### config.mk
export PLATFORM = sky130hd
export DESIGN_NAME = uart_r
export DESIGN_NICKNAME = d
export VERILOG_FILES = /design/src/rtl/uart_r.sv
export SDC_FILE = /design/constraint.sdc
export NUM_CORES = 1
export LEC_CHECK = 0
export CAP_MARGIN = 20
export CORE_MARGIN = 4
export CORE_UTILIZATION = 52
export CTS_CLUSTER_SIZE = 14
export DETAILED_ROUTE_END_ITERATION = 10
export MAX_ROUTING_LAYER = met4
export PLACE_DENSITY = 0.72
export REMOVE_ABC_BUFFERS = 1
export SETUP_SLACK_MARGIN = 0.02
export SYNTH_ARGS = -nofsm -noshare
export SYNTH_HDL_FRONTEND = slang
export SYNTH_SLANG_ARGS = --single-unit
### constraint.sdc
create_clock -name clk -period 2.05 [get_ports clk]
set_clock_uncertainty 0.15 [all_clocks]
set_input_delay 0.41 -clock clk [delete_from_list [all_inputs] [get_ports clk]]
set_output_delay 0.41 -clock clk [all_outputs]
set_load 0.005 [all_outputs]
### src/rtl/uart_r.sv
// UART receiver: start bit, d_width data bits LSB first, one stop bit.
// The data word is registered; rx_valid and rx_err are single-cycle pulses.
module uart_r #(
  parameter int d_width      = 6,
  parameter int clks_per_bit = 1
) (
  input  logic               clk,
  input  logic               rst,
  input  logic               rx,
  output logic [d_width-1:0] rx_data,
  output logic               rx_valid,
  output logic               rx_err,
  output logic               rx_busy
);

  localparam int CNT_W = (clks_per_bit > 1) ? $clog2(clks_per_bit) : 1;
  localparam int BIT_W = (d_width > 1) ? $clog2(d_width) : 1;
  localparam int HALF  = (clks_per_bit - 1) / 2;
  // The start edge already used one cycle, so a zero half-bit still resamples on the next edge
  localparam logic [CNT_W-1:0] START_LAST = CNT_W'((HALF > 0) ? HALF - 1 : 0);
  localparam logic [CNT_W-1:0] BIT_LAST   = CNT_W'(clks_per_bit - 1);
  localparam logic [BIT_W-1:0] LAST_BIT   = BIT_W'(d_width - 1);

  typedef enum logic [2:0] {IDLE, START, DATA, STOP, WAIT_IDLE} state_t;

  state_t             state, state_next;
  logic [CNT_W-1:0]   cnt;
  logic [BIT_W-1:0]   bit_cnt;
  logic [d_width-1:0] shift;
  logic               cnt_clr, bit_clr, bit_inc, shift_en, valid_set, err_set;

  always_ff @(posedge clk or negedge rst) begin
    if (!rst) state <= IDLE;
    else      state <= state_next;
  end

  always_comb begin
    state_next = state;
    cnt_clr    = 1'b0;
    bit_clr    = (state != DATA);
    bit_inc    = 1'b0;
    shift_en   = 1'b0;
    valid_set  = 1'b0;
    err_set    = 1'b0;
    case (state)
      IDLE: begin
        cnt_clr = 1'b1;
        if (!rx) state_next = (clks_per_bit == 1) ? DATA : START;
      end
      START: begin
        if (cnt == START_LAST) begin
          cnt_clr    = 1'b1;
          state_next = rx ? IDLE : DATA;
        end
      end
      DATA: begin
        if (cnt == BIT_LAST) begin
          cnt_clr  = 1'b1;
          shift_en = 1'b1;
          if (bit_cnt == LAST_BIT) begin
            bit_clr    = 1'b1;
            state_next = STOP;
          end else begin
            bit_inc = 1'b1;
          end
        end
      end
      STOP: begin
        if (cnt == BIT_LAST) begin
          cnt_clr = 1'b1;
          if (rx) begin
            valid_set  = 1'b1;
            state_next = IDLE;
          end else begin
            err_set    = 1'b1;
            state_next = WAIT_IDLE;
          end
        end
      end
      WAIT_IDLE: begin
        cnt_clr = 1'b1;
        if (rx) state_next = IDLE;
      end
      default: begin
        cnt_clr    = 1'b1;
        state_next = IDLE;
      end
    endcase
  end

  always_ff @(posedge clk or negedge rst) begin
    if (!rst) begin
      cnt      <= '0;
      bit_cnt  <= '0;
      shift    <= '0;
      rx_data  <= '0;
      rx_valid <= 1'b0;
      rx_err   <= 1'b0;
    end else begin
      cnt <= cnt_clr ? '0 : cnt + CNT_W'(1);
      if (bit_clr)      bit_cnt <= '0;
      else if (bit_inc) bit_cnt <= bit_cnt + BIT_W'(1);
      // Shifting in from the top leaves the first received bit at the LSB
      if (shift_en)  shift   <= {rx, shift[d_width-1:1]};
      if (valid_set) rx_data <= shift;
      rx_valid <= valid_set;
      rx_err   <= err_set;
    end
  end

  assign rx_busy = (state != IDLE);

endmodule

# == Word-level counts from Yosys, hierarchy flattened ==
# Index checks and enable logic that the tools add are counted.
# W data, S select, Z words.
# totals
memories,0
mem_bits_ro,0
in_bits,3
ramBits,0
wordCells,53
latchBits,0
register_bits,21
out_inout_bits,9
# classes
n_eq_ne,12
mul,0
reduce_logical,5
order_cmp,0
div,0
shift,0
n_addsub,2
n_mux,27
bitwise_logic,0
# ops
cell,n
$mux W3,9
$mux W1,16
$pmux W3 S5,1
$ne A2 B2 Y1 const B,6
$eq A3 B2 Y1 const B,2
$eq A3 B3 Y1 const B,2
$reduce_and A6 Y1,1
$add A3 B1 Y3 const B,1
$eq A3 B1 Y1 const B,1
$logic_not A3 Y1,1
$ne A3 B2 Y1 const B,1
$reduce_bool A3 Y1,1
$reduce_or A3 Y1,1
$mux W2,1
$reduce_bool A2 Y1,1
$add A1 B1 Y1 const B,1

# == Logic depth before layout (Yosys ltp) ==
# logic_depth
word_depth,6
mapped_depth,5
ltp_nobuf,5

# == Worst setup path after synthesis ==
# No wires, ideal clock.
# synth_path
kind,reg2reg
start,register cnt
end,register shift[5]
setup_time_ns,0.125
path_buffers,1
path_slack_ns,0.541
required_ns,1.775
t_arrival_ns,1.234
path_stages_with_launch,5
synth_period_minus_slack_ns,1.509
cell_sequence,dfrtp_1 > buf_6 > nand2b_1 > nor3_4 > mux2_2
# synth_between
elab_chain_cells,2
# synth_rtl
element,line,rtl
start: declaration,27,logic [CNT_W-1:0] cnt;
start signal: assignment,100,cnt <= cnt_clr ? '0 : cnt + CNT_W'(1);
$mux W1,57,if (cnt == BIT_LAST) begin
$mux W1,45,case (state)
end signal: assignment,104,"if (shift_en) shift <= {rx, shift[d_width-1:1]};"
end: declaration,29,logic [d_width-1:0] shift;
# Every way passes these cells.
# A chain may end at the register's enable or synchronous reset.

# == Final worst setup path ==
# layout_path
start,register state[2]
end,output port rx_busy
# layout_between
elab_chain_cells,1
# layout_rtl
element,line,rtl
start: declaration,26,"state_t state, state_next;"
start signal: assignment,34,else state <= state_next;
$reduce_bool A3 Y1,111,assign rx_busy = (state != IDLE);
end: declaration,13,output logic rx_busy
# Every way passes these cells.

==> flow_summary.html <==
<table>
<tr><th>Metric</th><th>Value</th></tr>
<tr><th colspan="2">STA</th></tr>
<tr><td>Worst hold slack</td><td>299 ps</td></tr>
<tr><td>Share of the cycle needed by the critical path after routing</td><td>90.8%</td></tr>
<tr><td>Clock period minus final worst setup slack</td><td>1860 ps</td></tr>
<tr><td>Setup_tns</td><td>0 ps</td></tr>
<tr><td>Maximum frequency from static timing analysis</td><td>537 MHz</td></tr>
<tr><td>Max-slew violations</td><td>0</td></tr>
<tr><td>RSZ-0062 raised after global routing</td><td>false</td></tr>
<tr><td>PnR worst setup slack</td><td>189 ps</td></tr>
<tr><td>Final Setup Violations</td><td>0</td></tr>
<tr><td>Hold violation total from the final report</td><td>0</td></tr>
<tr><th colspan="2">Cells and area</th></tr>
<tr><td># fillers</td><td>127</td></tr>
<tr><td>Area of all placed cells without fillers</td><td>0.00108 mm^2</td></tr>
<tr><td>Number of nets in the layout</td><td>91</td></tr>
<tr><td>Antenna cell count</td><td>0</td></tr>
<tr><td>Share of layout cells above drive strength 1</td><td>27.1%</td></tr>
<tr><td>Area of combinational cells with multiple inputs</td><td>357 um^2</td></tr>
<tr><td>Final cell count without fillers</td><td>101</td></tr>
<tr><td>Area overhead of the layout relative to synthesis</td><td>19.4%</td></tr>
<tr><td>Footprint of the flip-flops and latches</td><td>526 um^2</td></tr>
<tr><td>Fin util</td><td>68.5%</td></tr>
<tr><th colspan="2">Placed design</th></tr>
<tr><td>Standard cell area after detailed placement</td><td>0.00105 mm^2</td></tr>
<tr><td>Post-placement worst setup slack</td><td>306 ps</td></tr>
<tr><td>Detailed-placement wirelength estimate</td><td>991 um</td></tr>
<tr><td>Number of buffer cells added on primary ports</td><td>11</td></tr>
<tr><td>Final weighted congestion in routability-driven placement</td><td>0.759</td></tr>
<tr><td>Cell count after placement</td><td>96</td></tr>
<tr><th colspan="2">Floorplan</th></tr>
<tr><td>Effective utilization at floorplan</td><td>57.4%</td></tr>
<tr><td>Vertical extent of the die</td><td>49.7 um</td></tr>
<tr><td>Die Span X</td><td>49.7 um</td></tr>
<tr><td>Number of standard-cell rows in the floorplan</td><td>14</td></tr>
<tr><td>Total I/O pin count</td><td>12</td></tr>
<tr><td>Standard cell core area</td><td>0.00158 mm^2</td></tr>
<tr><td>Die footprint</td><td>0.00247 mm^2</td></tr>
<tr><th colspan="2">Clock network</th></tr>
<tr><td>Number of buffers inserted during clock tree synthesis</td><td>3</td></tr>
<tr><td>Clock latency at the later pin of the worst-skew pair</td><td>290 ps</td></tr>
<tr><td>Reg clk slew, reported paths</td><td>110 ps</td></tr>
<tr><td>Clock buffer depth</td><td>2</td></tr>
<tr><td>CTS root buf</td><td>sky130_fd_sc_hd__clkbuf_4</td></tr>
<tr><td>Level count of the clock H-tree</td><td>1</td></tr>
<tr><td>Hold Buf Count CTS</td><td>0</td></tr>
<tr><td>CTS tree</td><td>built</td></tr>
<tr><td>Sinks on the clock net</td><td>21</td></tr>
<tr><th colspan="2">Yosys</th></tr>
<tr><td>Post-synth design cell area</td><td>905 um^2</td></tr>
<tr><td>Synthesized instance count</td><td>67</td></tr>
<tr><td>Number of flip-flops and latches in the synthesized netlist</td><td>21</td></tr>
<tr><td>Yosys warns</td><td>0</td></tr>
<tr><td>Average footprint of a synthesized cell</td><td>13.5 um^2</td></tr>
<tr><td>Sequential fraction of the synthesis area</td><td>58.1%</td></tr>
<tr><td>Post-synthesis cell type count</td><td>21</td></tr>
<tr><th colspan="2">Power</th></tr>
<tr><td>Overall power of the completed layout</td><td>1.26 mW</td></tr>
<tr><td>Power density over the cells</td><td>1170 mW/mm^2</td></tr>
<tr><td>Peak supply drop</td><td>631 uV</td></tr>
<tr><td>Leakage dissipation</td><td>0.529 nW</td></tr>
<tr><th colspan="2">Critical path</th></tr>
<tr><td>Signal arrival time at the worst endpoint</td><td>1300 ps</td></tr>
<tr><td>Element type at the critical path start</td><td>flop</td></tr>
<tr><td>Cell with the largest stage delay on the worst path</td><td>sky130_fd_sc_hd__dfrtp_1</td></tr>
<tr><td>Peak per-stage delay on the critical path</td><td>390 ps</td></tr>
<tr><td>Start-to-end type of the worst setup path</td><td>reg2out</td></tr>
<tr><td>Cell type group with the largest total delay on the critical path</td><td>flip-flops</td></tr>
<tr><td>Crit path buf inv count</td><td>1</td></tr>
<tr><td>Kind of end point of the critical path</td><td>primary output</td></tr>
<tr><td>Worst Path Required</td><td>1490 ps</td></tr>
<tr><td>Largest driver fanout on the critical path</td><td>2</td></tr>
<tr><td>CP Cell Sequence</td><td>or3_1 -&gt; dlygate4sd2_1</td></tr>
<tr><th colspan="2">Global route</th></tr>
<tr><td>Number of antenna violations at the first check in global routing</td><td>0</td></tr>
<tr><td>Remaining global-route overflow</td><td>0</td></tr>
<tr><td>Global router's overall resource usage</td><td>12.9%</td></tr>
<tr><td>Maximum number of pins on one net before global-route repair</td><td>22</td></tr>
<tr><td>Vias in the first global route</td><td>533</td></tr>
<tr><td>First-pass GRT wire length</td><td>2410 um</td></tr>
<tr><th colspan="2">Detailed routing</th></tr>
<tr><td>Final wirelength</td><td>1320 um</td></tr>
<tr><td>Total iterations of the first detailed-routing run</td><td>6</td></tr>
<tr><td>Residual DRC</td><td>0</td></tr>
<tr><td>Wire per inst</td><td>13.0 um</td></tr>
<tr><td>Starting DRT DRC Count</td><td>13</td></tr>
<tr><td>Count of vias placed by the detailed router</td><td>535</td></tr>
<tr><td>Antenna-violating nets left</td><td>0</td></tr>
<tr><td>Number of vias per cell after detailed routing</td><td>5.30</td></tr>
<tr><th colspan="2">Flow run</th></tr>
<tr><td>Maximum Capacitance Violations</td><td>0</td></tr>
<tr><th colspan="2">Min path</th></tr>
<tr><td>Class of the most critical hold timing path</td><td>in2async</td></tr>
<tr><th colspan="2">Outcome</th></tr>
<tr><td>Outcome</td><td>complete, no violations</td></tr>
</table>
==> synthesized netlist by cell type <==
| master | instances | area share (%) |
|---|---|---|
| sky130_fd_sc_hd__inv_1 | 3 | 1.2 |
| sky130_fd_sc_hd__buf_6 | 1 | 1.2 |
| sky130_fd_sc_hd__or3_1 | 3 | 2.1 |
| sky130_fd_sc_hd__a221oi_1 | 1 | 0.97 |
| sky130_fd_sc_hd__o21ai_0 | 1 | 0.55 |
| sky130_fd_sc_hd__xor2_1 | 1 | 0.97 |
| sky130_fd_sc_hd__nand2b_1 | 1 | 0.69 |
| sky130_fd_sc_hd__a21oi_1 | 4 | 2.2 |
| sky130_fd_sc_hd__nand2_4 | 1 | 1.2 |
| sky130_fd_sc_hd__a22oi_1 | 1 | 0.83 |
| sky130_fd_sc_hd__conb_1 | 1 | 0.41 |
| sky130_fd_sc_hd__dfrtp_1 | 21 | 58 |
| sky130_fd_sc_hd__nor2_1 | 7 | 2.9 |
| sky130_fd_sc_hd__mux2_2 | 6 | 7.5 |
| sky130_fd_sc_hd__nor2b_1 | 1 | 0.69 |
| sky130_fd_sc_hd__ha_1 | 2 | 2.8 |
| sky130_fd_sc_hd__and4bb_4 | 1 | 1.8 |
| sky130_fd_sc_hd__nand2_1 | 3 | 1.2 |
| sky130_fd_sc_hd__nor3_4 | 1 | 1.8 |
| sky130_fd_sc_hd__mux2_4 | 6 | 10 |
| sky130_fd_sc_hd__a211oi_1 | 1 | 0.83 |
==> cells by family after synthesis <==
logic type	synth area share, %
adder cells (fa/ha/maj)	2.77
XOR/XNOR	0.968
flip-flops	58.1
AND/OR/NAND/NOR	12.5
buffers and inverters	2.49
AO/OA/AOI/OAI	5.39
other	0.415
multiplexers	17.4
==> power breakdown <==
group | internal, mW | total [mW] | switching (mW) | leakage [nW]
sequential | 0.552 | 0.646 | 0.0940 | 0.265
clock | 0.0724 | 0.188 | 0.115 | 0.0177
combinational | 0.273 | 0.428 | 0.156 | 0.246
total | 0.897 | 1.26 | 0.365 | 0.529
==> layer usage <==
layer / wire (um) / vias up / GRT usage, % / part of all wire (%)
li1: - / 265 / - / -
met1: 613 / 256 / 16.5 / 47
met2: 627 / 12 / 20.3 / 48
met3: 64 / 2 / 3.01 / 4.9
met4: 12 / 0 / 4.15 / 0.91
met5: 0 / - / - / 0
==> flip-flops by register name, indices dropped and copies added (netlist names) <==
signal / cells
shift: 6
rx_data: 6
bit_cnt: 3
cnt: 1
rx_valid: 1
state: 3
rx_err: 1
==> placed cells by master (no fill, tap or decap), types with 2 or more instances in the layout <==
cell | synthesis | routed
sky130_fd_sc_hd__dfrtp_1 | 21 | 21
sky130_fd_sc_hd__a21oi_1 | 4 | 4
sky130_fd_sc_hd__mux2_2 | 6 | 6
sky130_fd_sc_hd__clkdlybuf4s50_1 | 0 | 10
sky130_fd_sc_hd__ha_1 | 2 | 2
sky130_fd_sc_hd__clkbuf_4 | 0 | 3
sky130_fd_sc_hd__mux2_4 | 6 | 6
sky130_fd_sc_hd__nand2_1 | 3 | 3
sky130_fd_sc_hd__nor2_1 | 7 | 7
sky130_fd_sc_hd__or3_1 | 3 | 3
sky130_fd_sc_hd__inv_1 | 3 | 3
sky130_fd_sc_hd__buf_4 | 0 | 4
==> worst paths after layout <==
| kind | startpoint | end | slack [ps] | cells after the start |
|---|---|---|---|---|
| hold reg to reg | shift[0] | rx_data[0] | 360 | 1 |
| max in group asynchronous | rst | rx_err | 1250 | 2 |
| setup reg to reg | cnt | shift[1] | 420 | 3 |
| setup / recovery | state[2] | rx_busy | 190 | 2 |
| min in group clk | shift[0] | rx_data[0] | 360 | 1 |
| hold / removal | rst | rx_data[0] | 300 | 2 |
==> timing repair <==
item / CTS / global route
setup endpoints to repair: 1 / 0
setup buffers: 1 / 0
resized for setup: 1 / 0
==> area by class of cell <==
| cell class | count | area share, % |
|---|---|---|
| Clock inverter | 1 | 0.463 |
| Inverter | 3 | 1.04 |
| Sequential cell | 21 | 48.7 |
| Timing Repair Buffer | 15 | 12.9 |
| Clock buffer | 3 | 2.09 |
| Multi-Input combinational cell | 42 | 33.0 |
| Tap cell | 16 | 1.85 |
(Power assumes the default switching activity.)
